--- src/rtl/lcd_pkg.sv ---
// rtl/lcd_pkg.sv - shared states, init table and command constants for lcd_ctrl
package lcd_pkg;

    typedef enum logic [2:0] {
        PWR_WAIT,
        SETUP,
        PULSE,
        HOLD,
        EXEC,
        IDLE
    } lcd_state_t;

    localparam logic [7:0] CMD_CLEAR     = 8'h01;
    localparam logic [7:0] CMD_HOME      = 8'h02;
    localparam logic [7:0] CMD_FUNC_8B2L = 8'h38;
    localparam logic [7:0] CMD_DISP_ON   = 8'h0C;
    localparam logic [7:0] CMD_ENTRY_INC = 8'h06;

    localparam int INIT_LEN = 4;
    localparam logic [7:0] INIT_SEQ [INIT_LEN] = '{
        CMD_FUNC_8B2L, CMD_DISP_ON, CMD_CLEAR, CMD_ENTRY_INC
    };

    // Clear and both home encodings need the long execution wait.
    function automatic logic is_long_cmd(input logic rs, input logic [7:0] data);
        return !rs && (data == CMD_CLEAR || data == CMD_HOME || data == 8'h03);
    endfunction

endpackage

--- src/rtl/lcd_if.sv ---
// rtl/lcd_if.sv - core-side byte handshake between the LCD output register and lcd_ctrl
interface lcd_if;
    logic       i_valid;
    logic       i_rs;
    logic [7:0] i_data;
    logic       o_ready;
    logic       o_busy;

    modport master (output i_valid, i_rs, i_data, input o_ready, o_busy);
    modport slave  (input i_valid, i_rs, i_data, output o_ready, o_busy);
endinterface

--- src/rtl/lcd_ctrl.sv ---
// rtl/lcd_ctrl.sv - HD44780-style panel driver: power-up wait, init sequence, byte writes
module lcd_ctrl
    import lcd_pkg::*;
#(
    parameter int T_SETUP   = 2,
    parameter int T_PULSE   = 25,
    parameter int T_HOLD    = 2,
    parameter int T_EXEC    = 2000,
    parameter int T_CLEAR   = 82000,
    parameter int T_POWERUP = 750000
) (
    input  logic       clk,
    input  logic       reset_n,
    lcd_if.slave       core,
    output logic       o_lcd_on,
    output logic       o_lcd_en,
    output logic       o_lcd_rs,
    output logic       o_lcd_rw,
    output logic [7:0] o_lcd_data
);

    localparam int M0    = (T_SETUP > T_PULSE) ? T_SETUP : T_PULSE;
    localparam int M1    = (T_HOLD > T_EXEC) ? T_HOLD : T_EXEC;
    localparam int M2    = (T_CLEAR > T_POWERUP) ? T_CLEAR : T_POWERUP;
    localparam int M3    = (M0 > M1) ? M0 : M1;
    localparam int T_MAX = (M3 > M2) ? M3 : M2;
    localparam int CW    = $clog2(T_MAX) + 1;

    lcd_state_t    state;
    logic [CW-1:0] cnt;
    logic [2:0]    idx;
    logic          ready_q;

    assign core.o_ready = ready_q;
    assign core.o_busy  = ~ready_q;
    assign o_lcd_rw     = 1'b0;

    always_ff @(posedge clk or negedge reset_n) begin
        if (!reset_n) begin
            state      <= PWR_WAIT;
            cnt        <= '0;
            idx        <= '0;
            ready_q    <= 1'b0;
            o_lcd_on   <= 1'b0;
            o_lcd_en   <= 1'b0;
            o_lcd_rs   <= 1'b0;
            o_lcd_data <= 8'h00;
        end else begin
            case (state)
                PWR_WAIT: begin
                    // The first cycle after release (panel still off) is wait cycle one.
                    o_lcd_on <= 1'b1;
                    if (!o_lcd_on && T_POWERUP > 1) begin
                        cnt <= CW'(T_POWERUP - 2);
                    end else if (o_lcd_on && cnt != '0) begin
                        cnt <= cnt - CW'(1);
                    end else begin
                        state      <= SETUP;
                        cnt        <= CW'(T_SETUP - 1);
                        o_lcd_rs   <= 1'b0;
                        o_lcd_data <= INIT_SEQ[0];
                    end
                end
                SETUP: begin
                    if (cnt == '0) begin
                        state    <= PULSE;
                        o_lcd_en <= 1'b1;
                        cnt      <= CW'(T_PULSE - 1);
                    end else begin
                        cnt <= cnt - CW'(1);
                    end
                end
                PULSE: begin
                    if (cnt == '0) begin
                        state    <= HOLD;
                        o_lcd_en <= 1'b0;
                        cnt      <= CW'(T_HOLD - 1);
                    end else begin
                        cnt <= cnt - CW'(1);
                    end
                end
                HOLD: begin
                    if (cnt == '0) begin
                        state <= EXEC;
                        cnt   <= is_long_cmd(o_lcd_rs, o_lcd_data) ? CW'(T_CLEAR - 1)
                                                                   : CW'(T_EXEC - 1);
                    end else begin
                        cnt <= cnt - CW'(1);
                    end
                end
                EXEC: begin
                    if (cnt != '0) begin
                        cnt <= cnt - CW'(1);
                    end else if (idx < 3'(INIT_LEN - 1)) begin
                        idx        <= idx + 3'd1;
                        state      <= SETUP;
                        cnt        <= CW'(T_SETUP - 1);
                        o_lcd_rs   <= 1'b0;
                        o_lcd_data <= INIT_SEQ[idx[1:0] + 2'd1];
                    end else begin
                        // idx parks at INIT_LEN once init is done, so later bytes skip this path.
                        idx     <= 3'(INIT_LEN);
                        state   <= IDLE;
                        ready_q <= 1'b1;
                    end
                end
                IDLE: begin
                    if (core.i_valid) begin
                        ready_q    <= 1'b0;
                        state      <= SETUP;
                        cnt        <= CW'(T_SETUP - 1);
                        o_lcd_rs   <= core.i_rs;
                        o_lcd_data <= core.i_data;
                    end
                end
                default: state <= PWR_WAIT;
            endcase
        end
    end

endmodule

--- src/flat_wrapper.sv ---
// flat-port wrapper written by rule: the top's interface ports become plain ports
module lcd_ctrl_flat import lcd_pkg::*;
#(
    parameter int T_SETUP   = 2,
    parameter int T_PULSE   = 25,
    parameter int T_HOLD    = 2,
    parameter int T_EXEC    = 2000,
    parameter int T_CLEAR   = 82000,
    parameter int T_POWERUP = 750000
)
  (clk, reset_n, o_lcd_on, o_lcd_en, o_lcd_rs, o_lcd_rw, o_lcd_data, core_i_valid, core_i_rs, core_i_data, core_o_ready, core_o_busy);
  lcd_if core_i ();
  input  logic clk;
  input  logic reset_n;
  output logic o_lcd_on;
  output logic o_lcd_en;
  output logic o_lcd_rs;
  output logic o_lcd_rw;
  output logic [7:0] o_lcd_data;
  input wire logic [$bits(core_i.i_valid)-1:0] core_i_valid;
  input wire logic [$bits(core_i.i_rs)-1:0] core_i_rs;
  input wire logic [$bits(core_i.i_data)-1:0] core_i_data;
  output wire logic [$bits(core_i.o_ready)-1:0] core_o_ready;
  output wire logic [$bits(core_i.o_busy)-1:0] core_o_busy;
  assign core_i.i_valid = core_i_valid;
  assign core_i.i_rs = core_i_rs;
  assign core_i.i_data = core_i_data;
  assign core_o_ready = core_i.o_ready;
  assign core_o_busy = core_i.o_busy;
  lcd_ctrl #(.T_SETUP(T_SETUP), .T_PULSE(T_PULSE), .T_HOLD(T_HOLD), .T_EXEC(T_EXEC), .T_CLEAR(T_CLEAR), .T_POWERUP(T_POWERUP)) u_core (.clk(clk), .reset_n(reset_n), .core(core_i), .o_lcd_on(o_lcd_on), .o_lcd_en(o_lcd_en), .o_lcd_rs(o_lcd_rs), .o_lcd_rw(o_lcd_rw), .o_lcd_data(o_lcd_data));
endmodule
--- config.mk ---
export PLATFORM = sky130hd
export DESIGN_NAME = lcd_ctrl_flat
export DESIGN_NICKNAME = d
export VERILOG_FILES = /design/src/rtl/lcd_pkg.sv /design/src/rtl/lcd_if.sv /design/src/rtl/lcd_ctrl.sv /design/src/flat_wrapper.sv
export SDC_FILE = /design/constraint.sdc
export NUM_CORES = 1
export LEC_CHECK = 0
export ABC_AREA = 1
export CAP_MARGIN = 20
export CORE_ASPECT_RATIO = 1.5
export CORE_UTILIZATION = 35
export CTS_CLUSTER_DIAMETER = 120
export DETAILED_ROUTE_END_ITERATION = 10
export PLACE_DENSITY = 0.54
export SLEW_MARGIN = 40
export SYNTH_ARGS = -nofsm -noshare
export SYNTH_HDL_FRONTEND = slang
export SYNTH_SLANG_ARGS = --single-unit
--- constraint.sdc ---
create_clock -name clk -period 2.1 [get_ports clk]
set_input_delay 0.21 -clock clk [delete_from_list [all_inputs] [get_ports clk]]
set_output_delay 0.21 -clock clk [all_outputs]
set_load 0.01 [all_outputs]
=== Yosys cells after proc, flatten, opt, wreduce, memory -nomap -nowiden ===
Index checks and enable logic that the tools add are counted.

* Flip-flop bits (word level): 39
* Input port bits: 12

* Add/subtract/negate cells: 3
* Magnitude comparators: 2
* Equality and inequality tests: 18
* Muxes and demuxes: 42
* Bitwise logic cells: 3
* Reduce and logical (&&, ||, !) cells: 18

{| class="wikitable"
|+ Operators by type and width
! operator !! number
|-
| 21-bit 2-to-1 mux || 8
|-
| 21-bit case mux with 6 select lines || 1
|-
| 8-bit 2-to-1 mux || 7
|-
| 3-bit 2-to-1 mux || 9
|-
| 8-bit case mux with 3 select lines || 1
|-
| 21-bit zero test || 1
|-
| 21-bit nonzero test || 1
|-
| 21-bit by 1-bit subtractor with 21-bit output (second input constant) || 1
|-
| 3-bit case mux with 6 select lines || 1
|-
| 17-bit 2-to-1 mux || 1
|-
| 8-bit binary-select mux with 2-bit select || 1
|-
| 8-bit by 2-bit == test with 1-bit output (second input constant) || 2
|-
| 1-bit 2-to-1 mux || 10
|-
| 2-bit by 1-bit != test with 1-bit output (second input constant) || 5
|-
| 8-bit by 1-bit == test with 1-bit output (second input constant) || 1
|-
| 2-bit != test (second input constant) || 4
|-
| 7-bit AND reduction || 1
|-
| 3-bit by 2-bit == test with 1-bit output (second input constant) || 2
|-
| 3-bit == test (second input constant) || 2
|-
| 3-bit AND reduction || 2
|-
| 6-bit AND reduction || 1
|-
| 6-bit nonzero test || 1
|-
| 1-bit case mux with 2 select lines || 2
|-
| 4-bit AND reduction || 1
|-
| 16 further kinds || 20
|}

=== Logic depth before layout (Yosys ltp) ===
* Depth in word-level cells: 8
* Depth in mapped cells: 13

=== Worst setup path after synthesis ===
No wires, ideal clock.

* Kind: register to register
* Start point: register u_core.cnt[0]
* End point: register u_core.o_lcd_rs
* Library setup time: 0.117 ns
* Arrival time: 1.621 ns
* Required time: 1.983 ns
* Setup slack: 0.362 ns
* Stages on the path, launching flop included: 11
* Period minus slack after synthesis: 1.738 ns
* Cell sequence: dfrtp_1 > inv_1 > ha_1 > nand2_2 > nor2_8 > nand3_4 > o21ai_2 > nand3_4 > buf_6 > nand2_2 > o21ai_2

* Word-level cells in the longest chain between the ends: 4
* Elaborated cells between the ends (all ways): 5
* Those cells by class: eq/ne (2); reduce/logical (3)

{| class="wikitable"
|+ RTL lines
! what !! RTL line !! text
|-
| from (decl) || lcd_ctrl.sv:30 || <nowiki>logic [CW-1:0] cnt;</nowiki>
|-
| from (signal assigned) || lcd_ctrl.sv:54 || <nowiki>cnt <= CW'(T_POWERUP - 2);</nowiki>
|-
| from (signal assigned) || lcd_ctrl.sv:56 || <nowiki>cnt <= cnt - CW'(1);</nowiki>
|-
| from (signal assigned) || lcd_ctrl.sv:59 || <nowiki>cnt <= CW'(T_SETUP - 1);</nowiki>
|-
| 21-bit nonzero test * || lcd_ctrl.sv:55, lcd_ctrl.sv:92 ||
|-
| 1-bit logical AND || lcd_ctrl.sv:55 || <nowiki>end else if (o_lcd_on && cnt != '0) begin</nowiki>
|-
| 2-bit != test (no line) || -- ||
|-
| 6-bit AND reduction (no line) * || -- ||
|-
| to (signal assigned) || lcd_ctrl.sv:112 || <nowiki>o_lcd_rs <= core.i_rs;</nowiki>
|-
| to (decl) || lcd_ctrl.sv:17 || <nowiki>output logic o_lcd_rs,</nowiki>
|}

Every way passes the cells marked *; elsewhere a longest branch is shown, timed or not.
A chain may end at the register's enable or synchronous reset.

=== Worst setup path in the final report ===
* Start point: register u_core.cnt[0]
* End point: register u_core.state[1]

* Word-level cells in the longest chain between the ends: 4
* Elaborated cells between the ends (all ways): 9
* Those cells by class: eq/ne (5); reduce/logical (4)

{| class="wikitable"
|+ RTL lines
! what !! RTL line !! text
|-
| 21-bit nonzero test || lcd_ctrl.sv:55, lcd_ctrl.sv:92 ||
|-
| 1-bit logical AND || lcd_ctrl.sv:55 ||
|-
| 2-bit != test (no line) || -- ||
|-
| 7-bit AND reduction (no line) * || -- ||
|-
| to (signal assigned) || lcd_ctrl.sv:58 || <nowiki>state <= SETUP;</nowiki>
|-
| to (signal assigned) || lcd_ctrl.sv:66 || <nowiki>state <= PULSE;</nowiki>
|-
| to (signal assigned) || lcd_ctrl.sv:96 || <nowiki>state <= SETUP;</nowiki>
|-
| to (decl) || lcd_ctrl.sv:29 || <nowiki>lcd_state_t state;</nowiki>
|}

Marks and branches as above.

==> results.md <==
* CTS max path bufs at 2
* Rows at 39
* Largest family of logic cells by synthesized area: simple AND/OR/NAND/NOR gates
* Synth area leader: dfrtp_1
* Async S/R FF share, synth at 100.0%
* Post-Synthesis Cell Area at 0.002760 mm²
* Critical path capture point type: flop
* Die extent in y at 110.8 µm
* Nets at 421
* Core Footprint at 0.007612 mm²
* Final HPWL DP at 5.402 mm
* Vias at 2422
* Cts bufs inserted at 5
* Distinct cells, synth at 41
* Vias/cell at 4.796
* Min Clock Period, post-route at 1.920 ns
* RSZ-0062 raised after global routing: no
* WS Path Type: flop to flop
* Top cells by area in the synthesized netlist: dfrtp_1, nand2_1, nor2_1
* PD cells at 1440 mW/mm²
* Via count of the first global-routing pass at 2400
* Clock skew at 0.008639 ns
* Net switching power at 0.002173 W
* Finished Cell Area at 0.003317 mm²
* DP Area at 0.003103 mm²
* Power share of the combinational group at 55.2%
* Setup_tns at 0 ns
* R2R cell count at 9
* Die W at 74.51 µm
* Peak Freq at 520.8 MHz
* Final ANT Viol Nets at 0
* CTS tree: yes
* H-tree levels at 2
* Sw Ratio at 45.49%
* Crit share post-route at 91.44%
* Worst path required time at 2.27 ns
* Multi-input logic area at 0.001569 mm²
* Clock Latency Late Sink at 0.29 ns
* Cells after Synth at 369
* Area grow syn2layout at 20.17%
* Syn Area/Cell at 7.480 µm²
* Setup violations, final at 0
* Register area at 975.9 µm²
* Max-Cap Viols at 0
* Root Driver: clkbuf_16
* Peak fanout along the critical path at 9
* Share of Yosys cell area claimed by the top area cell type at 35.36%
* Final hold vios at 0
* Starting Density at 36.26%
* RR Startpoint: u_core.cnt[0]
* Worst min path class: input port to async pin
* Maximum VDD drop at 0.5219 mV
* Remaining Overflow, GRT at 0
* Number of flops mapped to enable cells by yosys at 0
* Sequential share of power at 25.6%
* Sequential fraction of the synthesis area at 35.36%
* ANT cells at 0
* R2R Path End: u_core.state[1]
* Setup slack, reg-to-reg at 0.18 ns
* Mux share of post-synthesis cell area at 0%
* Synth warn at 0
* Worst path arrival time at 2.09 ns
* Compound-Gate Fraction of Synth Area at 12.96%
* All-Layer GR Usage at 18.03%
* Wirelength per Cell at 13.82 µm
* LEAKAGE at 1.622 nW
* Clock Power Share at 19.2%
* Largest net degree at the start of global routing at 20
* TritonCTS Sinks at 39
* Worst setup endpoint: u_core.state[1]
* Starting DRT DRC Count at 109
* Adder-Cell Fraction of Synth Area at 3.173%
* Final RePlAce weighted congestion at 0.8416
* Port bufs at 24
* Syn_nets at 388
* Reg clk slew, reported paths at 0.06 ns
* Final core occ at 43.57%
* Number of synthesized register bits at 39
* Total wire length at 6.977 mm
* Layout cells sized above 1 at 16.38%
* Xor/xnor share of the synthesized area at 3.173%
* CP Launch Type: flop
* Die area at 0.008253 mm²
* Hold Slack at 0.3798 ns
* DR DRC count at 0
* Fill count at 811
* Status: finished, final reports clean
* Synthesized-area fraction occupied by and/or/nand/nor cells at 37.31%
* Int Power at 0.002604 W
* Worst setup path start: u_core.cnt[0]
* Top FF cell, synth: dfrtp_1
* Count of pins over their slew limit at 0
* Drt pass-1 iters at 4
* Initial antenna violation count at 0
* Global-route wire length before repair at 11.47 mm
* Boundary Pins at 26
## sequential cells by signal (all words and copies together) (netlist names)
| register | flops |
|---|---|
| u_core.o_lcd_on | 1 |
| u_core.idx | 3 |
| u_core.state | 3 |
| u_core.o_lcd_data | 8 |
| u_core.o_lcd_rs | 1 |
| u_core.core.o_ready | 1 |
| u_core.cnt | 21 |
| u_core.o_lcd_en | 1 |
## cell type report
class / count / share of cell area [%]
multi-input combinational: 286 / 47.30
sequential: 39 / 29.42
timing repair buffer: 34 / 9.921
clock buffer: 6 / 4.187
inverter: 36 / 4.149
tap: 102 / 3.848
clock inverter: 2 / 1.169
## critical path, cell delays in order, from the launching register on
cell     delay [ns]
dfrtp_1        0.38
inv_1          0.12
ha_2           0.22
nand2_2        0.11
nor2_8         0.19
nand3_4        0.17
o21ai_2        0.23
nand3_1        0.22
nand2_1        0.10
o21ai_1        0.06
## repair_timing
item	CTS	global route
hold buffers	1	0
gates resized for setup	0	2
setup endpoints to repair	0	13
endpoints found under the hold margin	15	0
buffers inserted	0	1
## power groups by stage
| stage | registers [W] | logic [W] | clock network, W |
|---|---|---|---|
| 2_1_floorplan | 0.00121 | 0.00192 | 0 |
| 3_3_place_gp | 0.00123 | 0.00255 | 0 |
| 3_5_place_dp | 0.00123 | 0.00257 | 0 |
| 4_1_cts | 0.00122 | 0.00259 | 0.000943 |
| 5_1_grt | 0.00125 | 0.00295 | 0.000970 |
| 6_report | 0.00122 | 0.00263 | 0.000918 |
## per-layer routing
layer	up-vias	track usage, %	routed length, µm
li1	1260	-	-
met1	1107	20.24	2850
met2	42	32.85	3811
met3	13	2.636	169
met4	0	6.667	144
met5	-	0	0
## Yosys cell counts, types with 2 or more instances
cell / n
nand3_1: 33
ha_1: 7
nand4_1: 4
buf_6: 6
o21ai_0: 12
xnor2_1: 4
nor2_1: 52
a21oi_2: 2
nor3_1: 3
nand3_4: 2
or2_2: 2
nand2_4: 2
xor2_1: 6
nand2_2: 6
o21ai_1: 6
nor2_8: 2
nand3b_1: 2
nand3_2: 2
nor2_2: 8
nand2_1: 90
dfrtp_1: 39
nor2_4: 2
a21oi_1: 17
o21ai_2: 10
inv_1: 32
inv_2: 3
## metrics by stage
stage / cells / worst slack, ns / power (W)
floorplan: 369 / 0.3618 / 0.003125
global placement: 495 / 0.1592 / 0.003785
CTS: 504 / 0.07484 / 0.004757
global route: 505 / 0.007228 / 0.005175
detailed placement: 495 / 0.06797 / 0.003809
finish: 505 / 0.1797 / 0.004776
## cell families (layout without fill, tap and decap cells)
group,Yosys count,after routing
and+or+nand+nor,213,213
AOI/OAI and AO/OA,55,55
buffers and inverters,44,78
DFF,39,39
xor gates and xnor gates,10,10
adders and majority gates,7,7
other,1,1
## layout by cell type, fill, tap and decap left out, drive strengths merged, types with 2 or more instances in the layout
cell type	instances
nor2	64
clkdlybuf4s50	23
xnor2	4
ha	7
nand2	99
nand4	4
xor2	6
nand3	37
clkbuf	6
nand3b	2
dfrtp	39
buf	10
or2	2
a22o	2
a21oi	20
o21ai	28
nor3	4
inv	37
## how the worst min path moves through the flow
stage / cells past startpoint / slack (ns) / from / to
final: 2 / 0.38 / reset_n / u_core.cnt[5]
after global routing: 2 / 0.43 / reset_n / u_core.cnt[5]
after CTS: 2 / 0.40 / reset_n / u_core.cnt[5]
after detailed placement: 1 / 0.17 / reset_n / u_core.cnt[2]
after global placement: 1 / 0.16 / reset_n / u_core.cnt[2]
after floorplan: 0 / -0.09 / reset_n / u_core.cnt[0]
(Power assumes the default switching activity.)
